$ cat src/rtl/mem_bank_2rw_arbiter.sv
// Round-robin arbiter sharing a 2-port (RW0/RW1) masked memory bank among NUM_REQ requesters.
// Optional build macro MEM_ARB_STATS_EN adds hazard/dual-grant counters (stat_conflicts, stat_busy, stat_clr).
module mem_bank_2rw_arbiter #(
  parameter int NUM_REQ = 4,
  parameter int ADDR_W  = 5,
  parameter int DATA_W  = 10
) (
  input  logic                        clk,
  input  logic                        rst_n,
  input  logic [NUM_REQ-1:0]          req_valid,
  output logic [NUM_REQ-1:0]          req_ready,
  input  logic [NUM_REQ-1:0]          req_wmode,
  input  logic [NUM_REQ*ADDR_W-1:0]   req_addr,
  input  logic [NUM_REQ*DATA_W-1:0]   req_wdata,
  input  logic [NUM_REQ*DATA_W-1:0]   req_wmask,
  output logic [NUM_REQ-1:0]          rsp_valid,
  output logic [NUM_REQ*DATA_W-1:0]   rsp_rdata,
  output logic                        RW0_en,
  output logic                        RW0_wmode,
  output logic [ADDR_W-1:0]           RW0_addr,
  output logic [DATA_W-1:0]           RW0_wdata,
  output logic [DATA_W-1:0]           RW0_wmask,
  input  logic [DATA_W-1:0]           RW0_rdata,
  output logic                        RW1_en,
  output logic                        RW1_wmode,
  output logic [ADDR_W-1:0]           RW1_addr,
  output logic [DATA_W-1:0]           RW1_wdata,
  output logic [DATA_W-1:0]           RW1_wmask,
  input  logic [DATA_W-1:0]           RW1_rdata
`ifdef MEM_ARB_STATS_EN
  ,
  input  logic                        stat_clr,
  output logic [15:0]                 stat_conflicts,
  output logic [15:0]                 stat_busy
`endif
);

  localparam int PTR_W = (NUM_REQ > 1) ? $clog2(NUM_REQ) : 1;

  generate
    if (NUM_REQ < 2 || NUM_REQ > 8) begin : g_badNumReq
      $error("mem_bank_2rw_arbiter: NUM_REQ must be in 2..8");
    end
  endgenerate

  function automatic logic [PTR_W-1:0] f_wrap(input int v);
    return PTR_W'((v >= NUM_REQ) ? v - NUM_REQ : v);
  endfunction

  logic [PTR_W-1:0]   r_rrPtr;
  logic [NUM_REQ-1:0] r_rspValid;
  logic [NUM_REQ*DATA_W-1:0] r_rspRdata;

  logic               w_haveA;
  logic               w_haveB;
  logic               w_hazard;
  logic [PTR_W-1:0]   w_idxA;
  logic [PTR_W-1:0]   w_idxB;
  logic [PTR_W-1:0]   w_idxC;
  logic [PTR_W-1:0]   w_rrNext;
  logic [ADDR_W-1:0]  w_addrA;
  logic               w_wmodeA;
  logic [NUM_REQ-1:0] w_grant;
  logic [NUM_REQ-1:0] w_rdSel0;
  logic [NUM_REQ-1:0] w_rdSel1;

  // Scan from r_rrPtr: first valid is A (RW0); later candidates that collide with A
  // on address with a write involved are skipped, the first clean one becomes B (RW1).
  always_comb begin
    w_haveA  = 1'b0;
    w_haveB  = 1'b0;
    w_hazard = 1'b0;
    w_idxA   = '0;
    w_idxB   = '0;
    w_idxC   = '0;
    w_addrA  = '0;
    w_wmodeA = 1'b0;
    for (int k = 0; k < NUM_REQ; k++) begin
      w_idxC = f_wrap(int'(r_rrPtr) + k);
      if (req_valid[w_idxC]) begin
        if (!w_haveA) begin
          w_haveA  = 1'b1;
          w_idxA   = w_idxC;
          w_addrA  = req_addr[w_idxC*ADDR_W +: ADDR_W];
          w_wmodeA = req_wmode[w_idxC];
        end else if (!w_haveB) begin
          if ((req_addr[w_idxC*ADDR_W +: ADDR_W] == w_addrA) && (req_wmode[w_idxC] || w_wmodeA)) begin
            w_hazard = 1'b1;
          end else begin
            w_haveB = 1'b1;
            w_idxB  = w_idxC;
          end
        end
      end
    end
  end

  always_comb begin
    w_grant  = '0;
    w_rdSel0 = '0;
    w_rdSel1 = '0;
    if (w_haveA) begin
      w_grant[w_idxA]  = 1'b1;
      w_rdSel0[w_idxA] = !req_wmode[w_idxA];
    end
    if (w_haveB) begin
      w_grant[w_idxB]  = 1'b1;
      w_rdSel1[w_idxB] = !req_wmode[w_idxB];
    end
    w_rrNext = f_wrap(int'(w_haveB ? w_idxB : w_idxA) + 1);
  end

  // Unused ports are fully zeroed so the bank sees no stray address/data activity.
  always_comb begin
    RW0_en    = 1'b0;
    RW0_wmode = 1'b0;
    RW0_addr  = '0;
    RW0_wdata = '0;
    RW0_wmask = '0;
    RW1_en    = 1'b0;
    RW1_wmode = 1'b0;
    RW1_addr  = '0;
    RW1_wdata = '0;
    RW1_wmask = '0;
    if (w_haveA) begin
      RW0_en    = 1'b1;
      RW0_wmode = req_wmode[w_idxA];
      RW0_addr  = req_addr[w_idxA*ADDR_W +: ADDR_W];
      RW0_wdata = req_wdata[w_idxA*DATA_W +: DATA_W];
      RW0_wmask = req_wmask[w_idxA*DATA_W +: DATA_W];
    end
    if (w_haveB) begin
      RW1_en    = 1'b1;
      RW1_wmode = req_wmode[w_idxB];
      RW1_addr  = req_addr[w_idxB*ADDR_W +: ADDR_W];
      RW1_wdata = req_wdata[w_idxB*DATA_W +: DATA_W];
      RW1_wmask = req_wmask[w_idxB*DATA_W +: DATA_W];
    end
  end

  always_ff @(posedge clk or negedge rst_n) begin
    if (!rst_n) begin
      r_rrPtr    <= '0;
      r_rspValid <= '0;
      r_rspRdata <= '0;
    end else begin
      if (w_haveA) begin
        r_rrPtr <= w_rrNext;
      end
      r_rspValid <= w_rdSel0 | w_rdSel1;
      for (int i = 0; i < NUM_REQ; i++) begin
        if (w_rdSel0[i]) begin
          r_rspRdata[i*DATA_W +: DATA_W] <= RW0_rdata;
        end else if (w_rdSel1[i]) begin
          r_rspRdata[i*DATA_W +: DATA_W] <= RW1_rdata;
        end
      end
    end
  end

  assign req_ready = w_grant;
  assign rsp_valid = r_rspValid;
  assign rsp_rdata = r_rspRdata;

`ifdef MEM_ARB_STATS_EN
  logic [15:0] r_statConflicts;
  logic [15:0] r_statBusy;

  // Saturating counters; a synchronous clear takes priority over any increment.
  always_ff @(posedge clk or negedge rst_n) begin
    if (!rst_n) begin
      r_statConflicts <= '0;
      r_statBusy      <= '0;
    end else if (stat_clr) begin
      r_statConflicts <= '0;
      r_statBusy      <= '0;
    end else begin
      if (w_hazard && (r_statConflicts != 16'hFFFF)) begin
        r_statConflicts <= r_statConflicts + 16'd1;
      end
      if (w_haveB && (r_statBusy != 16'hFFFF)) begin
        r_statBusy <= r_statBusy + 16'd1;
      end
    end
  end

  assign stat_conflicts = r_statConflicts;
  assign stat_busy      = r_statBusy;
`endif

endmodule
$ cat config.mk
export PLATFORM = sky130hd
export DESIGN_NAME = mem_bank_2rw_arbiter
export DESIGN_NICKNAME = d
export VERILOG_FILES = /design/src/rtl/mem_bank_2rw_arbiter.sv
export SDC_FILE = /design/constraint.sdc
export NUM_CORES = 1
export LEC_CHECK = 0
export CAP_MARGIN = 10
export CELL_PAD_IN_SITES_DETAIL_PLACEMENT = 0
export CELL_PAD_IN_SITES_GLOBAL_PLACEMENT = 1
export CORE_MARGIN = 5
export CORE_UTILIZATION = 43
export CTS_BUF_LIST = sky130_fd_sc_hd__clkbuf_8
export CTS_CLUSTER_DIAMETER = 150
export DETAILED_ROUTE_END_ITERATION = 8
export DONT_BUFFER_PORTS = 1
export PLACE_DENSITY_LB_ADDON = 0.1
export SLEW_MARGIN = 40
export SYNTH_ARGS = -nofsm -noshare
export SYNTH_HDL_FRONTEND = slang
export SYNTH_SLANG_ARGS = --single-unit
export TNS_END_PERCENT = 1
$ cat constraint.sdc
create_clock -name clk -period 3.4 [get_ports clk]
set_input_delay 0.34 -clock clk [delete_from_list [all_inputs] [get_ports clk]]
set_output_delay 0.34 -clock clk [all_outputs]
set_load 0.01 [all_outputs]
Word-level counts from Yosys, hierarchy flattened. Index checks and enable logic that the tools add are counted.

Bits in registers: 46. Word-level logic and storage cells: 162. Output and inout port bits: 102. Memories kept: 0. Bits of input ports: 130. ROM bits: 0. Memory bits (writable): 0. Bits in latches: 0.

$mul: 8. Muxes and demuxes: 95. Equality and inequality tests: 3. Reductions and logical operators: 14. Order comparisons: 13. Add/sub/neg operators: 9. Div/mod/pow operators: 0. Bitwise logic cells: 4. Shift operators: 10.

Operator list (count): indexed part select 40 x 7 -> 10 bit (4); two-way mux 10 bit (12); indexed part select 20 x 6 -> 5 bit (6); two-way mux 2 bit (24); multiplier 2 x 3 -> 5 bit, second input constant (8); two-way mux 1 bit (36); two-way mux 5 bit (7); binary-select mux 1 bit (select 2 bit) (10); less-than comparator 2 x 3 -> 1 bit, second input constant (6); two-way mux 4 bit (4); equality test 5 bit (3); greater-or-equal comparator 3 bit, second input constant (4); subtractor 2 x 1 -> 2 bit, second input constant (5); bitwise AND 4 bit (2); OR 4 bit (2); nonzero test 2 bit (4); adder 2 x 1 -> 3 bit, second input constant (2); adder 2 x 2 -> 3 bit, second input constant (2); logical AND 1 bit (5); demux 1 bit (select 2 bit) (2); greater-or-equal comparator 2 x 1 -> 1 bit, second input constant (2); greater-or-equal comparator 2 x 3 -> 1 bit, second input constant (1); logical OR 1 bit (3); zero test 1 bit (2).

Longest topological paths before layout. Gate-level depths: netlist of the first run.

Depth in word-level cells: 26. Mapped depth: 16. Depth with buffers taken out: 10.

Least setup slack after synthesis of the first run. OpenSTA, ideal clock, no wires.

Path type: register -> output. Start point: reg r_rrPtr[0]. End point: out RW1_wmode. Required time: 3.060 ns. Path slack: -0.193 ns. Stages on the path, launching flop included: 13. Data arrival time: 3.253 ns. Cell sequence: dfrtp_1 > buf_6 > or4b_4 > a21o_1 > a21oi_2 > a2bb2oi_1 > o311ai_1 > or3_1 > o21a_1 > a21o_2 > buf_4 > buf_2 > a221oi_1.

Cells in the longest elaborated chain, start to end: 21. Elaborated cells on any way between the ends: 86.

RTL lines: start: declaration (line 50) `logic [PTR_W-1:0] r_rrPtr;`; start signal: assignment (line 148) `r_rrPtr <= w_rrNext;`; adder 2 x 1 -> 3 bit, or another cell as far along (line 79) `w_idxC = f_wrap(int'(r_rrPtr) + k);`; greater-or-equal comparator 3 bit, or another cell as far along (line 47) `return PTR_W'((v >= NUM_REQ) ? v - NUM_REQ : v);`; two-way mux 2 bit, or another cell as far along (line 47); multiplier 2 x 3 -> 5 bit, or another cell as far along (line 84, 87); indexed part select 20 x 6 -> 5 bit, or another cell as far along (line 84, 87); equality test 5 bit or logical OR 1 bit (tied branches) (line 87) `if ((req_addr[w_idxC*ADDR_W +: ADDR_W] == w_addrA) && (req_wmode[w_idxC] || w_wmodeA)) begin`; logical AND 1 bit (line 87); two-way mux 2 bit (line 87); [... 5 more ...]; two-way mux 2 bit (line 80) `if (req_valid[w_idxC]) begin`; two-way mux 2 bit (line 87); two-way mux 2 bit (line 86) `end else if (!w_haveB) begin`; two-way mux 2 bit (line 81) `if (!w_haveA) begin`; two-way mux 2 bit (line 80); binary-select mux 1 bit (select 2 bit) (line 134) `RW1_wmode = req_wmode[w_idxB];`; two-way mux 1 bit (not written as such) (line 134); two-way mux 1 bit * (line 132) `if (w_haveB) begin`; end: declaration (line 25) `output logic RW1_wmode,`.

Every way passes the cells marked *; elsewhere a longest branch is shown, timed or not. The select of a mux whose other input is x is not followed.

Worst setup path in the final report of the first run.
Start point: reg r_rrPtr[1]. End point: out RW1_addr[4].

Cells in the longest elaborated chain, start to end: 21. Elaborated cells on any way between the ends: 86.

RTL lines: adder 2 x 1 -> 3 bit, or another cell as far along (line 79); greater-or-equal comparator 3 bit, or another cell as far along (line 47); two-way mux 2 bit, or another cell as far along (line 47); multiplier 2 x 3 -> 5 bit, or another cell as far along (line 84, 87); indexed part select 20 x 6 -> 5 bit, or another cell as far along (line 84, 87); equality test 5 bit or logical OR 1 bit (tied branches) (line 87); logical AND 1 bit (line 87); two-way mux 2 bit (line 87); [... 5 more ...]; two-way mux 2 bit (line 80); two-way mux 2 bit (line 87); two-way mux 2 bit (line 86); two-way mux 2 bit (line 81); two-way mux 2 bit (line 80); multiplier 2 x 3 -> 5 bit (line 135) `RW1_addr = req_addr[w_idxB*ADDR_W +: ADDR_W];`; indexed part select 20 x 6 -> 5 bit (line 135); two-way mux 5 bit * (line 132); end: declaration (line 26) `output logic [ADDR_W-1:0] RW1_addr,`.

Marked as above.

==> impl_metrics.json, run 1 <==
{
  "cts_tree": "yes",
  "max_freq_mhz": 236,
  "seq_area_sq_um": 1150,
  "whs_path_depth": 1,
  "final_cell_mix": "115 x buf_4, 83 x nand3_1, 47 x o21ai_0",
  "rr_startpoint": "r_rrPtr[1]$_DFFE_PN0P_",
  "antenna_found_initial": 0,
  "syn_avg_cell_area_sq_um": 8.09,
  "yosys.cell_types.count": 72,
  "drv_cap": 0,
  "post-route-util": 0.550,
  "final.min_clock_period_ps": 4240,
  "portBuffers": 0,
  "final_common_cell": "buf_4",
  "design.core.area_sq_um": 14400,
  "layout-drive-gt1-share": 0.343,
  "fin_crit_sh": 1.25,
  "critical_path.cell_chain": "buf_6 > or4b_4 > a21o_4 > a21o_1 > a31oi_2 > o221ai_2 > or3_4 > o21a_4 > a21o_4 > buf_4 > clkbuf_16 > nand3_1 > o2111a_1",
  "grt_setup_unrepaired": "true",
  "syn-cell-area_sq_um": 6290,
  "synth_edf_count": 0,
  "dr.pass1.iters": 5,
  "min_from": "req_wmode[3]",
  "grt_start_max_net_pins": 47,
  "cp_data_arrival_time_ps": 3900,
  "cp_max_fo": 19,
  "insertion_delay_ps": 310,
  "cts_sinks": 46,
  "finalPower_mw": 11.2,
  "holdWs_ps": 93.5,
  "h-tree-depth": 2,
  "rows": 44,
  "path_buf_inv": 3,
  "hp-class": "primary input to flip-flop",
  "tightest_slew_ps": 745,
  "area_growth_pct": 26.1,
  "synth_flop_cell": "dfrtp_1",
  "pre_cts_ws_ps": -679,
  "ff2ff_path_depth": 18,
  "wl_per_cell_microns": 26.2,
  "drv_slew": 0,
  "crit_path_start": "r_rrPtr[1]$_DFFE_PN0P_",
  "clk_pin_slew_worst_paths_ps": 100,
  "first_global_vias": 6818,
  "ir_drop_v": 0.000777,
  "criticalPathCategory": "flip-flop to primary output",
  "finalSetupViolations": 102,
  "vias_per_cell": 6.91,
  "cellPowerDensity_nw_per_um2": 1410,
  "slowest_delay_ps": 600,
  "reg2reg_slack_ps": -410,
  "critPathTopFamily": "compound AO/OA/AOI/OAI gates",
  "start_util": 0.436,
  "ys_seq_area_frac": 0.183,
  "die_h_microns": 131,
  "layout.nets": 966,
  "tns_ps": -45830,
  "overflow": 0,
  "cp_common_cell": "a21o_4",
  "place_congestion": 0.941,
  "multi_input_area_sq_um": 5090,
  "yosysWarnings": 0,
  "hold_viol_final": 0,
  "r2r-end": "rsp_rdata[37]$_DFFE_PN0P_",
  "worstSetupEndpointType": "primary output",
  "ios": 232,
  "setup.worst_path.start_class": "flip-flop",
  "drtIter0Drc": 671,
  "cts_max_path_buffers": 2,
  "synth_nets": 908,
  "crit_path_top_delay_cell": "or4b_4",
  "status": "finished, violations left",
  "drc": 0,
  "vias": 7047,
  "violations": "setup timing",
  "dieArea_sq_um": 17100,
  "finalWorstSetupSlack_ps": -836,
  "hpwl_microns": 19700,
  "fin_cells": 1020,
  "routed_wirelength_microns": 26700,
  "fp.dieW_microns": 131,
  "crit_required_ps": 3060,
  "p_leak_nw": 3.07,
  "fin_area_sq_um": 7930,
  "finClkSkew_ps": 6.15,
  "placed_cells": 998,
  "diodes": 0,
  "grt_usage": 0.297,
  "placed_cell_area_sq_um": 7150,
  "n_fill_cell": 1347,
  "relSlewSlack": 0.502,
  "ant_nets": 0,
  "hold_end": "rsp_valid[3]$_DFF_PN0_",
  "clockRootBuffer": "clkbuf_8",
  "postSynthCellCount": 777,
  "numCtsBuffers": 5,
  "synthArstFlopShare": 1.00,
  "synth-seq-cells": 46,
  "grt_pass1_wl_microns": 40000
}
[how the worst max path moves through the flow]
stage                         endpoint  depth (start not counted)
final                      RW1_addr[4]                         13
after global routing      RW1_wmask[1]                         12
after CTS                 RW1_wdata[0]                         12
after detailed placement  RW1_wdata[0]                         15
after global placement    RW1_wmask[6]                         13
after floorplan            RW1_addr[1]                         12
[cells in the mapped netlist (5+ instances only)]
master / number / area, sq um
and2_1: 30 / 188
nand2b_1: 10 / 62.6
mux2i_1: 26 / 260
or3_1: 25 / 156
and3_1: 5 / 31.3
nor3b_1: 12 / 90.1
mux2_2: 7 / 78.8
o22ai_1: 5 / 31.3
o22a_1: 10 / 87.6
o21ai_1: 10 / 50.1
a21o_1: 6 / 45.0
o211ai_1: 25 / 188
buf_6: 6 / 67.6
nor2_1: 36 / 135
nand2_1: 31 / 116
dfrtp_1: 46 / 1150
buf_2: 25 / 125
nor3_1: 16 / 80.1
nand3_1: 85 / 425
o21ai_0: 51 / 255
mux4_2: 33 / 743
o211a_1: 11 / 110
o31a_1: 11 / 96.3
clkbuf_1: 49 / 184
o2111a_1: 24 / 270
inv_1: 21 / 78.8
a31oi_1: 16 / 100
a21oi_1: 42 / 210
a211oi_1: 8 / 60.1
o31ai_1: 10 / 75.1
nand4_1: 15 / 93.8
[layer usage]
layer  up-vias  global-route usage  part of all wire
met5         -                   0                 0
met2       350               0.463              0.48
met3        50              0.0687             0.089
li1       3165                   -                 -
met4         0              0.0593             0.019
met1      3482               0.425              0.42
[repair_timing]
action | in CTS | in global routing
hold buffers | 2 | 0
hold endpoints to repair | 46 | 0
setup endpoints to repair | 103 | 103
resized for setup | 52 | 64
cloned | 0 | 2
pin swaps | 5 | 32
buffers inserted | 2 | 8
[power breakdown]
part           internal [mW]  switching [mW]  leakage (nW)
sequential             0.842           0.373         0.532
combinational           4.47            4.98          2.47
clock                  0.295           0.214        0.0683
[flip-flops by register name, indices dropped and copies added (netlist names)]
| signal | flops |
|---|---|
| rsp_rdata | 40 |
| rsp_valid | 4 |
| r_rrPtr | 2 |
[kinds of logic (layout without fill, tap and decap cells)]
logic type / after synthesis / count (layout) / synth area share
AND/OR/NAND/NOR: 282 / 282 / 0.243
flip-flops: 46 / 46 / 0.183
buffers and inverters: 108 / 167 / 0.0790
adder cells (fa/ha/maj): 2 / 2 / 0.00358
multiplexers: 67 / 67 / 0.174
XOR/XNOR: 8 / 8 / 0.0111
AO/OA/AOI/OAI: 264 / 264 / 0.306
[layout make-up]
cell class	instances	share of cell area
Sequential cell	46	0.146
Clock buffer	5	0.00868
Tap cell	184	0.0290
Timing Repair Buffer	138	0.155
Multi-Input combinational cell	623	0.643
Inverter	21	0.0104
Clock inverter	3	0.00868
Note: power is estimated with default switching activity, not from simulation.
==> run 2: changes to the inputs <==
--- a/config.mk
+++ b/config.mk
@@ -9,7 +9,7 @@
 export CELL_PAD_IN_SITES_DETAIL_PLACEMENT = 0
 export CELL_PAD_IN_SITES_GLOBAL_PLACEMENT = 1
 export CORE_MARGIN = 5
-export CORE_UTILIZATION = 43
+export CORE_UTILIZATION = 44
 export CTS_BUF_LIST = sky130_fd_sc_hd__clkbuf_8
 export CTS_CLUSTER_DIAMETER = 150
 export DETAILED_ROUTE_END_ITERATION = 8
==> constraint.sdc (replaced) <==
create_clock -name clk -period 4.3 [get_ports clk]
set_input_delay 0.43 -clock clk [delete_from_list [all_inputs] [get_ports clk]]
set_output_delay 0.43 -clock clk [all_outputs]
set_load 0.01 [all_outputs]
==> impl_metrics.json, run 2 (synthesis results as in run 1) <==
{
  "status": "complete, no violations",
  "diodes": 0,
  "p_clk_frac": 0.041,
  "final_common_cell": "nand3_1",
  "endpoint": "RW1_wdata[3]",
  "vias": 6799,
  "drv_cap": 0,
  "finClkSkew_ps": 7.42,
  "drtIter0Drc": 637,
  "finalSetupViolations": 0,
  "portBuffers": 0,
  "final.min_clock_period_ps": 4270,
  "worstSetupEndpointType": "primary output",
  "post-route-util": 0.506,
  "relSlewSlack": 0.531,
  "wl_per_cell_microns": 27.3,
  "reg2reg_slack_ps": 390,
  "cp_data_arrival_time_ps": 3840,
  "slowest_delay_ps": 570,
  "crit_path_start": "r_rrPtr[1]$_DFFE_PN0P_",
  "min_from": "req_wmode[3]",
  "holdWs_ps": 183,
  "p_sw_mw": 4.13,
  "cts_max_path_buffers": 2,
  "crit_path_top_delay_cell": "or4b_4",
  "hold_viol_final": 0,
  "finalWorstSetupSlack_ps": 30.3,
  "final_cell_mix": "85 x nand3_1, 50 x o21ai_0, 45 x buf_4, 45 x dfrtp_1, 42 x a21oi_1",
  "cts_sinks": 46,
  "dr.pass1.iters": 5,
  "p_leak_nw": 2.62,
  "layout.nets": 892,
  "insertion_delay_ps": 300,
  "crit_required_ps": 3870,
  "grt_usage": 0.284,
  "setup.worst_path.start_class": "flip-flop",
  "pwr-share-seq": 0.126,
  "tightest_slew_ps": 703,
  "ir_drop_v": 0.000402,
  "dieArea_sq_um": 16800,
  "hp-class": "primary input to flip-flop",
  "clockRootBuffer": "clkbuf_8",
  "cts_tree": "yes",
  "clk_pin_slew_worst_paths_ps": 90,
  "overflow": 0,
  "ff2ff_path_depth": 14,
  "design.core.area_sq_um": 13900,
  "grt_pass1_wl_microns": 37800,
  "n_fill_cell": 1366,
  "routed_wirelength_microns": 25700,
  "drc": 0,
  "drv_slew": 0,
  "area_growth_pct": 12.2,
  "fin_crit_sh": 0.993,
  "antenna_found_initial": 0,
  "p_int_mw": 3.58,
  "pre_cts_ws_ps": 230,
  "critical_path.cell_chain": "buf_6 > or4b_4 > a21oi_4 > nor2_2 > a21boi_0 > o221ai_2 > or3_4 > o21a_1 > a21o_4 > buf_12 > or3_1 > o2111a_2",
  "max_freq_mhz": 234,
  "r2r-end": "rsp_rdata[18]$_DFFE_PN0P_",
  "p_sw_frac": 0.536,
  "ant_nets": 0,
  "largest_reg_flops": 40,
  "hpwl_microns": 17900,
  "criticalPathCategory": "flip-flop to primary output",
  "grt_start_max_net_pins": 52,
  "layout-drive-gt1-share": 0.209,
  "cellPowerDensity_nw_per_um2": 1090,
  "ios": 232,
  "fp.dieW_microns": 130,
  "rr_startpoint": "r_rrPtr[1]$_DFFE_PN0P_",
  "die_h_microns": 130,
  "h-tree-depth": 2,
  "numCtsBuffers": 5,
  "vias_per_cell": 7.22,
  "rows": 43,
  "comb_power_share": 0.832,
  "grt_setup_unrepaired": "true",
  "start_util": 0.451,
  "cp_max_fo": 26,
  "first_global_vias": 6402,
  "place_congestion": 0.911
}
==> run 2: layer usage <==
metal	track usage	vias to the layer above	wire length (microns)
met5	0	-	0
met4	0.0599	0	582
met3	0.0647	47	2400
met2	0.472	381	12800
met1	0.382	3364	9900
li1	-	3007	-
==> run 2: timing repair <==
item	in CTS	in global routing
endpoints found under the hold margin	46	0
setup endpoints to repair	27	31
gates resized for setup	2	51
pin swaps	2	29
hold buffers	2	0
gates cloned	0	2
buffers inserted	8	9
==> run 2: stage by stage <==
stage | setup TNS [ps] | power (mW) | std cells | instance area [sq um]
final | 0 | 7.70 | 942 | 7050
after detailed placement | 0 | 6.86 | 913 | 6520
after CTS | -305 | 7.26 | 931 | 6730
after global routing | -2180 | 8.24 | 942 | 7050
after floorplan | 0 | 5.46 | 777 | 6290
after global placement | 0 | 6.78 | 913 | 6520
==> run 2: worst min-delay path by stage <==
stage,slack (ps),to,cells after the start
after floorplan,130,r_rrPtr[0]$_DFFE_PN0P_,0
after detailed placement,140,rsp_valid[2]$_DFF_PN0_,0
after CTS,170,rsp_valid[3]$_DFF_PN0_,1
after global routing,180,rsp_valid[3]$_DFF_PN0_,1
after global placement,140,rsp_rdata[25]$_DFFE_PN0P_,0
final,180,rsp_valid[3]$_DFF_PN0_,1
==> run 2: power by group through the flow <==
| stage | registers [mW] | logic, mW | clock network, mW |
|---|---|---|---|
| after floorplan | 0.887 | 4.57 | 0 |
| after global placement | 0.998 | 5.78 | 0 |
| after detailed placement | 1.00 | 5.85 | 0 |
| after CTS | 0.994 | 5.94 | 0.326 |
| after global routing | 0.997 | 6.90 | 0.345 |
| final | 0.974 | 6.41 | 0.317 |
==> run 2: cell type report <==
type	count	area, sq um	area share
multi-input combinational	623	4840	0.686
sequential	46	1150	0.164
timing repair buffer	64	647	0.0917
tap	180	225	0.0319
inverter	21	82.6	0.0117
clock buffer	5	68.8	0.00976
clock inverter	3	37.5	0.00532
==> run 2: worst max-delay path: cells and delay by family, from the launching register on <==
kind / cells / cell delay, ps
compound gates: 6 / 1260
buf+inv: 2 / 300
flops: 1 / 490
simple gates: 4 / 1460
==> run 3: changes to the inputs <==
--- a/config.mk
+++ b/config.mk
@@ -5,11 +5,12 @@
 export SDC_FILE = /design/constraint.sdc
 export NUM_CORES = 1
 export LEC_CHECK = 0
+export ABC_AREA = 1
 export CAP_MARGIN = 10
 export CELL_PAD_IN_SITES_DETAIL_PLACEMENT = 0
 export CELL_PAD_IN_SITES_GLOBAL_PLACEMENT = 1
 export CORE_MARGIN = 5
-export CORE_UTILIZATION = 44
+export CORE_UTILIZATION = 43
 export CTS_BUF_LIST = sky130_fd_sc_hd__clkbuf_8
 export CTS_CLUSTER_DIAMETER = 150
 export DETAILED_ROUTE_END_ITERATION = 8
==> impl_metrics.json, run 3 <==
{
  "synth_top_cell_by_area": "nand2_1",
  "hpwl_microns": 16500,
  "vias_per_cell": 5.59,
  "cts_tree": "yes",
  "antenna_found_initial": 0,
  "die_h_microns": 123,
  "drv_cap": 0,
  "vias": 6333,
  "use_met3": 0.0590,
  "layout.nets": 1090,
  "crit_path_top_delay_cell": "dfrtp_1",
  "clockRootBuffer": "clkbuf_8",
  "cts_setup_buffers": 0,
  "whs_path_depth": 4,
  "tightest_slew_ps": 585,
  "crit_required_ps": 3870,
  "ant_nets": 0,
  "design.core.area_sq_um": 12600,
  "grt_usage": 0.271,
  "postSynthCellCount": 965,
  "final_common_cell": "nand2_1",
  "hold_viol_final": 0,
  "start_util": 0.438,
  "synth_edf_count": 0,
  "numCtsBuffers": 5,
  "busiest_layer": "met2",
  "pre_cts_ws_ps": 448,
  "relSlewSlack": 0.609,
  "fp.dieW_microns": 123,
  "finalWorstSetupSlack_ps": 287,
  "criticalPathCategory": "flip-flop to primary output",
  "synth_top_area_frac": 0.251,
  "drtIter0Drc": 529,
  "rows": 41,
  "syn_avg_cell_area_sq_um": 5.71,
  "clk_pin_slew_worst_paths_ps": 90,
  "place_congestion": 0.905,
  "final.min_clock_period_ps": 4010,
  "syn-cell-area_sq_um": 5510,
  "setup.worst_path.start_class": "flip-flop",
  "ff2ff_path_depth": 20,
  "drc": 0,
  "path_depth": 19,
  "cp_data_arrival_time_ps": 3580,
  "portBuffers": 0,
  "largest_reg_flops": 40,
  "hp-class": "primary input to flip-flop",
  "n_fill_cell": 1353,
  "insertion_delay_ps": 310,
  "dieArea_sq_um": 15200,
  "synth-seq-cells": 46,
  "fin_crit_sh": 0.933,
  "max_freq_mhz": 249,
  "finalSetupViolations": 0,
  "path_buf_inv": 3,
  "worstSetupEndpointType": "primary output",
  "crit_path_start": "r_rrPtr[0]$_DFFE_PN0P_",
  "yosysWarnings": 0,
  "h-tree-depth": 2,
  "synth_flop_cell": "dfrtp_1",
  "overflow": 0,
  "drv_slew": 0,
  "layout-drive-gt1-share": 0.109,
  "dr.pass1.iters": 5,
  "synth_commonest_cells": "369 x nand2_1, 109 x o21ai_0, 97 x inv_1",
  "cp_max_fo": 34,
  "synth.most_common_cell": "nand2_1",
  "ys_seq_area_frac": 0.209,
  "slowest_delay_ps": 410,
  "diodes": 0,
  "synth_nets": 1096,
  "first_global_vias": 5914,
  "wl_per_cell_microns": 18.6,
  "grt_pass1_wl_microns": 32500,
  "grt_use_met1": 0.371,
  "ios": 232,
  "critical_path.cell_chain": "inv_2 > nand2_1 > nand2_2 > nand2_1 > nand2_2 > nand2_2 > nand2_1 > nand2_2 > nand2_1 > nand2_1 > nor2_2 > nand3_2 > a21oi_2 > nand2_8 > inv_2 > nand2_1 > o21ai_0 > nor2_1 > buf_4",
  "finClkSkew_ps": 4.64,
  "yosys.cell_types.count": 41,
  "grt_start_max_net_pins": 47,
  "area_growth_pct": 6.90,
  "cts_sinks": 46,
  "post-route-util": 0.469,
  "min_from": "RW1_rdata[6]",
  "grt_use_met2": 0.430,
  "synthArstFlopShare": 1.00,
  "final_cell_mix": "367 x nand2_1, 109 x o21ai_0, 97 x inv_1",
  "grt_setup_unrepaired": "true",
  "status": "complete, no violations",
  "cp_common_cell": "nand2_1",
  "routed_wirelength_microns": 21000,
  "critPathTopFamily": "simple AND/OR/NAND/NOR gates",
  "cts_max_path_buffers": 2,
  "rr_startpoint": "r_rrPtr[0]$_DFFE_PN0P_",
  "netlist_top_cells_area": "nand2_1 25%, dfrtp_1 21%, o21ai_0 9.9%"
}
[run 3: layout make-up]
class / count / area, sq um / share of cell area
Multi-Input combinational cell: 754 / 3630 / 0.616
Clock buffer: 5 / 68.8 / 0.0117
Sequential cell: 46 / 1150 / 0.196
Tap cell: 172 / 215 / 0.0365
Clock inverter: 3 / 41.3 / 0.00701
Inverter: 110 / 432 / 0.0733
Timing Repair Buffer: 42 / 354 / 0.0601
[run 3: worst register-to-register path: cells and delay by family (launching register included)]
family	cells	cell delay, ps
flip-flops	1	410
AO/OA/AOI/OAI	3	700
AND/OR/NAND/NOR	12	1890
buffers and inverters	5	790
[run 3: per-layer routing]
layer	part of all wire	wire length, microns
met1	0.43	8950
met2	0.46	9730
met5	0	0
met4	0.028	597
met3	0.083	1740
[run 3: through the flow]
| stage | setup TNS (ps) | hold WS (ps) | cells | cell area, sq um |
|---|---|---|---|---|
| floorplan | 0 | 134 | 965 | 5510 |
| global placement | 0 | 135 | 1122 | 5710 |
| detailed placement | 0 | 135 | 1122 | 5710 |
| CTS | 0 | 326 | 1132 | 5860 |
| global route | -1040 | 343 | 1132 | 5890 |
| finish | 0 | 335 | 1132 | 5890 |
[run 3: cell families after synthesis]
group / Yosys count / share of synthesized area
AND/OR/NAND/NOR: 553 / 0.440
AO/OA/AOI/OAI: 195 / 0.204
buffers and inverters: 165 / 0.137
flip-flops: 46 / 0.209
XOR/XNOR: 4 / 0.00636
multiplexers: 1 / 0.00182
adder cells (fa/ha/maj): 1 / 0.00227
[run 3: worst paths after layout]
path | to | slack, ps
min reg2reg | rsp_rdata[22]$_DFFE_PN0P_ | 590
max | RW1_wmask[7] | 290
max in group asynchronous | r_rrPtr[1]$_DFFE_PN0P_ | 3440
min in group asynchronous | rsp_rdata[33]$_DFFE_PN0P_ | 640
min | rsp_rdata[6]$_DFFE_PN0P_ | 340
max reg2reg | rsp_rdata[13]$_DFFE_PN0P_ | 460
[run 3: what timing repair did]
| item | CTS | global route |
|---|---|---|
| hold buffers | 2 | 0 |
| gates resized for setup | 0 | 8 |
| endpoints found under the hold margin | 46 | 0 |
| endpoints found under the setup margin | 0 | 57 |
Power of run 3 is not shown: default switching activity piles up to over one toggle a cycle in this logic, so the estimate is an artifact.
